`config.mk`:
```
export PLATFORM = sky130hd
export DESIGN_NAME = instr_fetch_unit
export DESIGN_NICKNAME = d
export VERILOG_FILES = /design/src/rtl/instr_fetch_unit_pkg.sv /design/src/rtl/instr_fetch_unit.sv
export SDC_FILE = /design/constraint.sdc
export NUM_CORES = 1
export LEC_CHECK = 0
export CORE_MARGIN = 4
export CORE_UTILIZATION = 35
export DETAILED_ROUTE_END_ITERATION = 12
export PLACE_DENSITY = 0.58
export REMOVE_ABC_BUFFERS = 1
export SYNTH_ARGS = -nofsm -noshare
export SYNTH_HDL_FRONTEND = slang
export SYNTH_SLANG_ARGS = --single-unit
export TNS_END_PERCENT = 5
```
`constraint.sdc`:
```
create_clock -name clk -period 5.7 [get_ports clk]
set_clock_uncertainty 0.2 [all_clocks]
set_input_delay 0.57 -clock clk [delete_from_list [all_inputs] [get_ports clk]]
set_output_delay 0.57 -clock clk [all_outputs]
set_load 0.1 [all_outputs]
```
`src/rtl/instr_fetch_unit_pkg.sv`:
```
// Shared definitions for the 16-bit core front end: opcode constants,
// fetch state encoding and default bus widths.
package instr_fetch_unit_pkg;

    localparam int ADDR_W_DEF  = 16;
    localparam int INSTR_W_DEF = 16;

    // Opcodes in inst[15:12]. The control decoder uses the same values.
    localparam logic [3:0] OP_B   = 4'hC;
    localparam logic [3:0] OP_BR  = 4'hD;
    localparam logic [3:0] OP_PCS = 4'hE;
    localparam logic [3:0] OP_HLT = 4'hF;

    typedef enum logic [1:0] {
        IDLE = 2'd0,
        REQ  = 2'd1,
        HOLD = 2'd2,
        HALT = 2'd3
    } fetch_state_t;

    // Returns 1 when the opcode field of an instruction word is HLT.
    function automatic logic is_halt(input logic [3:0] opcode);
        return opcode == OP_HLT;
    endfunction

endpackage

```
`src/rtl/instr_fetch_unit.sv`:
```
// Instruction fetch front end: owns the PC, issues one imem request at a
// time, presents the fetched word to the decoder over valid/ready, squashes
// wrong-path responses on redirect and stops for good once HLT is accepted.
module instr_fetch_unit
    import instr_fetch_unit_pkg::*;
#(
    parameter int                ADDR_W   = ADDR_W_DEF,
    parameter int                INSTR_W  = INSTR_W_DEF,
    parameter logic [ADDR_W-1:0] RESET_PC = '0
) (
    input  logic               clk,
    input  logic               rst_n,
    output logic               imem_req,
    output logic [ADDR_W-1:0]  imem_addr,
    input  logic               imem_valid,
    input  logic [INSTR_W-1:0] imem_rdata,
    output logic               inst_valid,
    input  logic               inst_ready,
    output logic [INSTR_W-1:0] inst,
    output logic [3:0]         inst_opcode,
    output logic [ADDR_W-1:0]  inst_pc,
    output logic [ADDR_W-1:0]  inst_pc_plus2,
    input  logic               redirect_valid,
    input  logic [ADDR_W-1:0]  redirect_target,
    output logic               halted
);

    localparam logic [ADDR_W-1:0] PC_STEP = ADDR_W'(2);

    fetch_state_t      state;
    logic [ADDR_W-1:0] pc;
    logic              drop;     // outstanding response belongs to a squashed path
    logic [ADDR_W-1:0] tgt;

    // Instructions are halfword aligned, so the low target bit is ignored.
    assign tgt = redirect_target & ~ADDR_W'(1);

    assign inst_opcode = inst[INSTR_W-1 -: 4];

    // Fetch state machine; every output except inst_opcode is registered here.
    always_ff @(posedge clk) begin
        if (!rst_n) begin
            state         <= IDLE;
            pc            <= RESET_PC;
            drop          <= 1'b0;
            imem_req      <= 1'b0;
            imem_addr     <= RESET_PC;
            inst_valid    <= 1'b0;
            inst          <= '0;
            inst_pc       <= '0;
            inst_pc_plus2 <= '0;
            halted        <= 1'b0;
        end else begin
            case (state)
                IDLE: begin
                    state     <= REQ;
                    imem_req  <= 1'b1;
                    imem_addr <= pc;
                end
                REQ: begin
                    if (imem_valid) begin
                        if (redirect_valid) begin
                            // Response arrived with the redirect: drop it and
                            // request the target next cycle.
                            pc        <= tgt;
                            imem_addr <= tgt;
                            drop      <= 1'b0;
                        end else if (drop) begin
                            // Wrong-path response; pc already holds the target.
                            drop      <= 1'b0;
                            imem_addr <= pc;
                        end else begin
                            inst          <= imem_rdata;
                            inst_pc       <= pc;
                            inst_pc_plus2 <= pc + PC_STEP;
                            pc            <= pc + PC_STEP;
                            inst_valid    <= 1'b1;
                            imem_req      <= 1'b0;
                            state         <= HOLD;
                        end
                    end else if (redirect_valid) begin
                        // Keep the address stable until the old request
                        // completes, then discard its data.
                        pc   <= tgt;
                        drop <= 1'b1;
                    end
                end
                HOLD: begin
                    if (redirect_valid) begin
                        // Redirect beats a same-cycle handshake.
                        inst_valid <= 1'b0;
                        pc         <= tgt;
                        imem_req   <= 1'b1;
                        imem_addr  <= tgt;
                        state      <= REQ;
                    end else if (inst_ready) begin
                        inst_valid <= 1'b0;
                        if (is_halt(inst_opcode)) begin
                            halted <= 1'b1;
                            state  <= HALT;
                        end else begin
                            imem_req  <= 1'b1;
                            imem_addr <= pc;
                            state     <= REQ;
                        end
                    end
                end
                HALT: begin
                    halted <= 1'b1;
                end
                default: begin
                    state <= IDLE;
                end
            endcase
        end
    end

endmodule

```
# ---- After elaboration in Yosys (flattened, before gate mapping)
# Cells that the tools add are included.
dict set report word_totals {
  register_bits 86
  input_bits 37
  out_inout_bits 71
}
dict set report op_classes {
  n_addsub 1
  n_eq_ne 14
  muxes 38
  bitwise 2
  reduce_logical 13
}
# op n
set ops {}
lappend ops {{two-way mux 16 bit} 10}
lappend ops {{case mux 16 bit (3 select lines)} 1}
lappend ops {{case mux 16 bit (2 select lines)} 1}
lappend ops {{adder 16 x 2 -> 16 bit (second input constant)} 1}
lappend ops {{two-way mux 1 bit} 16}
lappend ops {{AND reduction 5 bit} 3}
lappend ops {{two-way mux 2 bit} 6}
lappend ops {{inequality test 2 bit (second input constant)} 6}
lappend ops {{inequality test 3 bit (second input constant)} 3}
lappend ops {{AND reduction 4 bit} 2}
lappend ops {{case mux 2 bit (3 select lines)} 1}
lappend ops {{AND reduction 6 bit} 1}
lappend ops {{nonzero test 2 bit} 3}
lappend ops {{equality test 2 bit (second input constant)} 2}
lappend ops {{equality test 4 bit (second input constant)} 1}
lappend ops {{inequality test 4 bit (second input constant)} 1}
lappend ops {{case mux 1 bit (2 select lines)} 2}
lappend ops {{AND reduction 2 bit} 2}
lappend ops {{case mux 1 bit (3 select lines)} 1}
lappend ops {{nonzero test 3 bit} 1}
lappend ops {{equality test 2 x 1 -> 1 bit (second input constant)} 1}
lappend ops {{logical NOT 2 bit} 1}
lappend ops {{inverter 1 bit} 2}

# ---- Longest topological paths before layout
dict set report depth {
  ltp_word 5
  ltp_mapped 9
  depth_no_buf 6
}

# ---- Worst setup path before layout
# No wires, ideal clock.
dict set report synth_timing {
  path_kind {register to register}
  from {register inst[14]}
  to {register imem_addr[10]}
  arrival_time_ns 2.170
  slack_ns 3.214
  stages_incl_launch_ff 7
  n_path_buf 2
  period_less_slack_ns 2.486
  cell_sequence {dfxtp_1 nand4_1 nor3_1 clkbuf_1 clkbuf_1 nor4_1 a31o_2}
}
dict set report synth_via {
  elab_chain_cells 3
}
# item line
set synth_lines {}
lappend synth_lines {{start: declaration} instr_fetch_unit.sv:19} ;# output logic [INSTR_W-1:0] inst,
lappend synth_lines {{start signal: assignment} instr_fetch_unit.sv:73} ;# inst <= imem_rdata;
lappend synth_lines {{equality test 4 bit} instr_fetch_unit_pkg.sv:23} ;# return opcode == OP_HLT;
lappend synth_lines {{inequality test 3 bit (no source line)} --}
lappend synth_lines {{AND reduction 5 bit (no source line)} --}
lappend synth_lines {{end signal: assignment} instr_fetch_unit.sv:58} ;# imem_addr <= pc;
lappend synth_lines {{end signal: assignment} instr_fetch_unit.sv:66} ;# imem_addr <= tgt;
lappend synth_lines {{end signal: assignment} instr_fetch_unit.sv:71} ;# imem_addr <= pc;
lappend synth_lines {{end: declaration} instr_fetch_unit.sv:14} ;# output logic [ADDR_W-1:0] imem_addr,
# Every way passes these cells.
# A chain may end at the register's enable or synchronous reset.

# ---- Worst setup path after layout
dict set report layout_timing {
  from {register state[0]}
  to {register imem_addr[2]}
}
dict set report layout_via {
  elab_chain_cells 3
  elab_cells_between_ends 10
  cone_classes {eq/ne (6); mux (1); reduce/logical (3)}
}
# item line
set layout_lines {}
lappend layout_lines {{start: declaration} instr_fetch_unit.sv:30} ;# fetch_state_t state;
lappend layout_lines {{start signal: assignment} instr_fetch_unit.sv:43} ;# state <= IDLE;
lappend layout_lines {{start signal: assignment} instr_fetch_unit.sv:56} ;# state <= REQ;
lappend layout_lines {{start signal: assignment} instr_fetch_unit.sv:79} ;# state <= HOLD;
lappend layout_lines {{equality test 2 x 1 -> 1 bit (tied with other cells)} instr_fetch_unit.sv:54} ;# case (state)
lappend layout_lines {{inequality test 3 bit (no source line) (tied with other cells)} --}
lappend layout_lines {{AND reduction 5 bit (no source line)} --}
# Parallel ways exist; a longest one is shown, timed or not.

==> run metrics <==
initial antenna violation count=0; buffer and inverter count on the worst path=2; status=complete, no violations; post-synthesis async set-or-reset flop share=0; htree depth=3; CP max stage delay=~0.74 ns; TritonCTS clock tree=built; area grow syn2layout=33.0%; share of the synthesized netlist area taken by xor and xnor gates=0.0290; die area=~13000 µm²; Mean Syn Cell Area=between 8 and 9 µm²; die width=approximately 110 µm; Filler Cells Inserted=about 1100; #FFs+latches synth=between 80 and 90; EDFF count, synth=0; Setup Buffers After CTS=0; post-CTS sizing=0; Final setup viols=0; post-route DRC violation count=0; most common cell in the synthesized netlist=nand2_1; P_leak=about 1.8 nW; WP data required=approximately 5.8 ns; dpl hpwl=around 7500 µm; pin count of the biggest net entering global routing=44; fin crit share=0.521; vias per inst=approximately 5.3; Die Span Y=about 110 µm; IO Port Bufs=about 110; Crit path max-delay family=simple AND/OR/NAND/NOR gates; Pre-antenna DRT Iters=5; largest cells by area after synthesis=dfxtp_1, nand2_1, a21oi_1, a31o_2, clkbuf_1; cells after synthesis=about 470; first-pass GRT wire length=about 18000 µm; Critical Path End Type=flip-flop; largest area contributor in the synthesized netlist=dfxtp_1; sequential area share after synthesis=0.434; Worst-Margin Slew=approximately 1 ns; Post-Syn Area=roughly 4000 µm²; Final min period=2.97 ns; Antenna Nets Post-Route=0; worst reg2reg path depth=7; number of max-cap violations=0; critical path type=flip-flop to flip-flop; Synth top area share=0.434; Final Hold Viols=0; gr ovfl total=0; critical-path maximum fanout=15; clock-pin slew on the worst setup and hold paths=0.08 ns; Post-Route WL=roughly 11000 µm; Hold Buf Count CTS=0; Pins Over Slew Limit=0; Fmax=around 340 MHz; Initial Utilization=0.360; fin cells=between 600 and 700; Crit. path cell count=7; largest family of logic cells by synthesized area=compound AO/OA/AOI/OAI gates; crit-path cells=inv_1 -> ha_1 -> nor2b_1 -> buf_4 -> mux2i_1 -> nor4_1 -> a31o_2; routed len/inst=15.9 µm; clock root buffer=clkbuf_8; total CTS buffers=9; number of global-route vias before repair=between 3000 and 4000; crit path max-delay cell type=nor2b_1; Synth Area in Simple Gates=0.194; PD cells=between 300 and 400 nW/µm²; n_diodes=0; final layout net count=592; post-synth cell types=slightly below 60; GR Util All Layers=0.172; TNS Setup=0 ns; CP Launch Type=flip-flop; clk_lat worst skew=0.36 ns; Vias=approximately 3700; GP Congestion=just under 0.9; DRT iter0 DRCs=~240; Sequential Area=roughly 1700 µm²; Synth Warn #=0; Critical Path AT=3.02 ns; Adder-Cell Fraction of Synth Area=0.0159; layout cells sized above 1=0.0973; mux contribution to synthesized area=0.0338; VDD IR max=about 0.00020 V; Placeable Area=around 11000 µm²; main flop type after synthesis=dfxtp_1; Inst Count DP=~680; num rows=38; Synth Area in Compound Gates=0.230; worst hold path type=flip-flop to flip-flop; CTS Sinks=85; RSZ-0062 raised after global routing=no; number of buffers on the longest clock path=2; worst hold stages=2; multi-input combinational cell area=about 2000 µm²; Synth top cells by count=nand2_1, dfxtp_1, a21oi_1; IO Count=roughly 110; Max-slew headroom=0.338
==> flip-flops by register name, summed over array words and instances (netlist names) <==
| name | flops |
|---|---|
| inst_valid | 1 |
| imem_addr | 16 |
| drop | 1 |
| halted | 1 |
| pc | 16 |
| inst_pc | 16 |
| inst_pc_plus2 | 15 |
| inst | 16 |
| imem_req | 1 |
| state | 2 |
==> metal layers <==
metal | GRT usage | wire (µm) | part of all wire
met5 | 0 | 0 | 0
met4 | 0.0697 | 202 | 0.018
met3 | 0.0345 | 729 | 0.066
met2 | 0.258 | 4910 | 0.44
met1 | 0.244 | 5230 | 0.47
==> cells in the final DEF (no fill, tap or decap), types with 3 or more instances in the layout <==
| cell type | Yosys | routed |
|---|---|---|
| xnor2_1 | 7 | 7 |
| nor4_1 | 13 | 13 |
| a31oi_1 | 4 | 4 |
| clkdlybuf4s50_1 | 0 | 106 |
| xor2_1 | 6 | 6 |
| nand4_1 | 4 | 4 |
| mux2i_1 | 11 | 11 |
| clkbuf_8 | 0 | 10 |
| o31ai_1 | 4 | 4 |
| a211oi_1 | 8 | 8 |
| a2111oi_0 | 6 | 6 |
| nor2b_1 | 5 | 5 |
| buf_4 | 5 | 8 |
| o211ai_1 | 3 | 3 |
| nand2_1 | 95 | 95 |
| ha_1 | 5 | 5 |
| o21ai_0 | 22 | 22 |
| dfxtp_1 | 85 | 85 |
| nand3_1 | 5 | 5 |
| inv_1 | 11 | 10 |
| nor2_1 | 10 | 10 |
| clkinv_2 | 0 | 4 |
| a21oi_1 | 56 | 56 |
| nand3b_1 | 3 | 3 |
| a31o_2 | 17 | 17 |
| and2_1 | 4 | 4 |
==> layout make-up <==
class	count	share of cell area
Multi-Input combinational cell	328	0.380
Sequential cell	85	0.326
Timing Repair Buffer	114	0.215
Tap cell	140	0.0336
Clock buffer	11	0.0271
Clock inverter	5	0.00959
Inverter	12	0.00863
==> kinds of logic after synthesis <==
logic type / Yosys count
AOI/OAI and AO/OA: 138
xor gates and xnor gates: 13
adders and majority gates: 5
buffers and inverters: 59
DFF: 85
muxes: 13
and+or+nand+nor: 159
==> path summary, 6_finish.rpt <==
path	from	end	slack, ns
setup reg to reg	state[0]	imem_addr[2]	2.73
hold reg to reg	inst[2]	inst[2]	0.25
setup / recovery	state[0]	imem_addr[2]	2.73
hold / removal	inst[2]	inst[2]	0.25
==> report_power, final <==
part | leakage (nW) | internal [mW] | switching [mW]
registers | 0.691 | 0.658 | 0.0720
logic | 0.959 | 0.199 | 0.503
clock network | 0.103 | 0.212 | 0.211
total | 1.75 | 1.07 | 0.786
==> through the flow <==
stage | utilization | total power [mW] | hold slack (ns) | setup slack, ns | area, µm²
2_1_floorplan | - | 1.24 | 0.227 | 1.33 | 3720
6_report | 0.479 | 1.86 | 0.254 | 2.73 | 5220
4_1_cts | 0.479 | 1.87 | 0.259 | 2.81 | 5220
3_5_place_dp | 0.462 | 1.44 | 0.246 | 2.47 | 5030
3_3_place_gp | 0.462 | 1.44 | 0.241 | 2.47 | 5030
5_1_grt | 0.479 | 1.95 | 0.276 | 2.59 | 5220
==> worst register-to-register path, delay by kind of cell (launching register included) <==
family	cells	cell delay (ns)
buf+inv	2	0.41
mux	1	0.29
flops	1	0.42
simple gates	2	0.83
fa+ha+maj	1	0.49
compound gates	1	0.24
(Power assumes the default switching activity.)
==> variant, RTL diff (same settings) <==
The 4 states of `fetch_state_t` get a one-hot encoding in 4 bits.
--- a/src/rtl/instr_fetch_unit_pkg.sv
+++ b/src/rtl/instr_fetch_unit_pkg.sv
@@ -12,9 +12,9 @@
     localparam logic [3:0] OP_HLT = 4'hF;
 
-    typedef enum logic [1:0] {
-        IDLE = 2'd0,
-        REQ  = 2'd1,
-        HOLD = 2'd2,
-        HALT = 2'd3
+    typedef enum logic [3:0] {
+        IDLE = 4'b0001,
+        REQ  = 4'b0010,
+        HOLD = 4'b0100,
+        HALT = 4'b1000
     } fetch_state_t;
 
Check against the original RTL: same outputs for any inputs over 4 cycles, from zero or initial values and one cycle with rst_n low; so few cycles prove little.
==> variant against the unedited design <==
Die area increased by 5.2%; sequential cell count increased by 2; count of clock-buffer cells in the layout unchanged; final area increased by 4.8%; setup slack got worse by 0.50 ns; synthesized area increased by 5.5%; wire length increased by 5.3%; sequential power decreased by 7.5%; power decreased by 11%; highest routed layer unchanged.
==> variant: results (changes against the unedited design) <==
[outcome]
status=finished clean

[clock_network]
cts_setup_buffers=0  ; unchanged
clk_pin_slew_ns=0.06  ; -0.02 ns
clock_path_buffers=2  ; unchanged
clk_latency_ns=0.33  ; -0.03 ns
ctsResizeCount=0  ; unchanged
root_buffer=clkbuf_16
h-tree-depth=3  ; unchanged
cts_buffers=9  ; unchanged

[cells_and_area]
diodes=0  ; unchanged
drive_above_1_share_pct=6.64  ; -3.1 points
finalNetCount=621  ; +4.9%

[route]
top_layer=met4
wire_per_inst_um=16.0  ; +0.29%
wl_met3_um=654  ; -10%
drtIter0Drc=239  ; +1.3%
viasPerCell=5.28  ; -0.41%
vias=3858  ; +4.6%
dr.pass1.iters=5  ; unchanged
met1_length_um=5330  ; +2.0%
wl_met2_um=5540  ; +13%

[min_path]
min_from=inst[10]
hp-class=reg -> reg

[placed_design]
portBuffers=106  ; unchanged
dpl.hpwl_um=7760  ; +2.9%
place_congestion=0.824  ; -5.3%
numPlacedInstances=715  ; +5.3%

[pwr]
peakVddDrop_uv=128  ; -34%
leakage_nw=1.91  ; +8.7%

[global_route]
grt_pass1_vias=3742  ; +7.2%
antenna_found_initial=0  ; unchanged
grt_max_degree=50  ; +14%
track_usage_pct=17.4  ; +0.16 points
grt_pass1_wl_um=19100  ; +5.9%

[setup_path]
r2r_start=state[1]
ff2ff_setup_slack_ns=2.83  ; +0.10 ns
critPathArrivalTime_ns=3.51  ; +0.49 ns
worstReg2RegEnd=inst_pc_plus2[9]
rr_worst_depth=6  ; -1
cp_max_fo=20  ; +5
startpoint=redirect_valid
worstSetupEndpoint=imem_addr[6]

[synthesis]
ys_warn_count=0  ; unchanged
synth_cell_types=56  ; -3.4%
yosys_most_used_dff=dfxtp_1
synth.area.top_cells=dfxtp_1 42%, nand2_1 8.4%, a21oi_1 7.1%
synth_commonest_cells=93 x nand2_1, 87 x dfxtp_1, 59 x a21oi_1
synth_seq_area_share_pct=42.0  ; -1.3 points
syn_inst=508  ; +7.6%
async_flop_share_pct=0  ; unchanged

[timing]
max_slew.worst_pin.slew_ns=0.996  ; +0.00593 ns

[job]
cap_violations=0  ; unchanged

[variant: changes by cell type in the layout (fill, tap and decap cells not counted), moves of 4 or more]
cell,change
clkbuf_8,-10
nand3_1,+7
a211oi_1,+16
ha_1,-4
nor2b_1,-5
clkbuf_16,+9
a31oi_1,+5
o22ai_1,+5
a31o_2,-16
nor4_1,-9
o21ai_0,-6
nor2_1,+33
a2111oi_0,-6
[variant: power breakdown]
group | internal (mW) | leakage (nW) | switching, mW
Combinational | 0.117 | 1.07 | 0.289
Clock | 0.336 | 0.135 | 0.233
Sequential | 0.641 | 0.706 | 0.0335
Total | 1.09 | 1.91 | 0.556
[variant: final cells by class]
class	instances	area [sq um]
fill	1157	6050
tap	143	179
clock inverter	4	47.5
sequential	87	1740
inverter	8	30.0
multi-input combinational	364	2130
timing repair buffer	113	1110
clock buffer	11	233
[variant: critical path: stages]
cell and delay (ns):
clkdlybuf4s50_1 1.00, or4b_1 0.28, a2bb2o_2 0.32, nor4_4 0.68
buf_4 0.37, nor2_1 0.06, a211oi_1 0.21
[variant: per-stage QoR]
step	power [mW]	util [%]	setup WS, ns	instance area (sq um)
6_report	1.65	47.5	2.23	5470
5_1_grt	1.72	47.5	1.97	5470
4_1_cts	1.67	47.5	2.20	5470
3_5_place_dp	1.10	45.1	1.86	5190
3_3_place_gp	1.09	45.1	1.92	5190
2_1_floorplan	0.971	-	2.38	3900
[variant: routing by layer]
metal | vias to the layer above | GRT usage (%)
met5 | - | 0
met4 | 0 | 5.05
met3 | 11 | 4.27
met2 | 111 | 28.1
met1 | 1803 | 23.2
li1 | 1933 | -
[variant: worst min-delay path by stage]
stage	slack [ns]	endpoint	cells past startpoint
after floorplan	0.23	inst_pc[0]	2
after global placement	0.24	inst_pc[0]	2
after detailed placement	0.25	inst[11]	2
after CTS	0.26	inst[11]	2
after global routing	0.27	inst_pc[5]	2
final	0.25	inst[10]	2
[variant: kinds of logic (layout without fill, tap and decap cells)]
logic type | count (synthesis) | in the layout | share of synthesized area [%]
compound gates | 141 | 141 | 21.4
fa+ha+maj | 1 | 1 | 0.302
simple gates | 195 | 195 | 23.4
xor+xnor | 13 | 13 | 2.75
buf+inv | 57 | 136 | 6.64
flops | 87 | 87 | 42.0
mux | 14 | 14 | 3.38
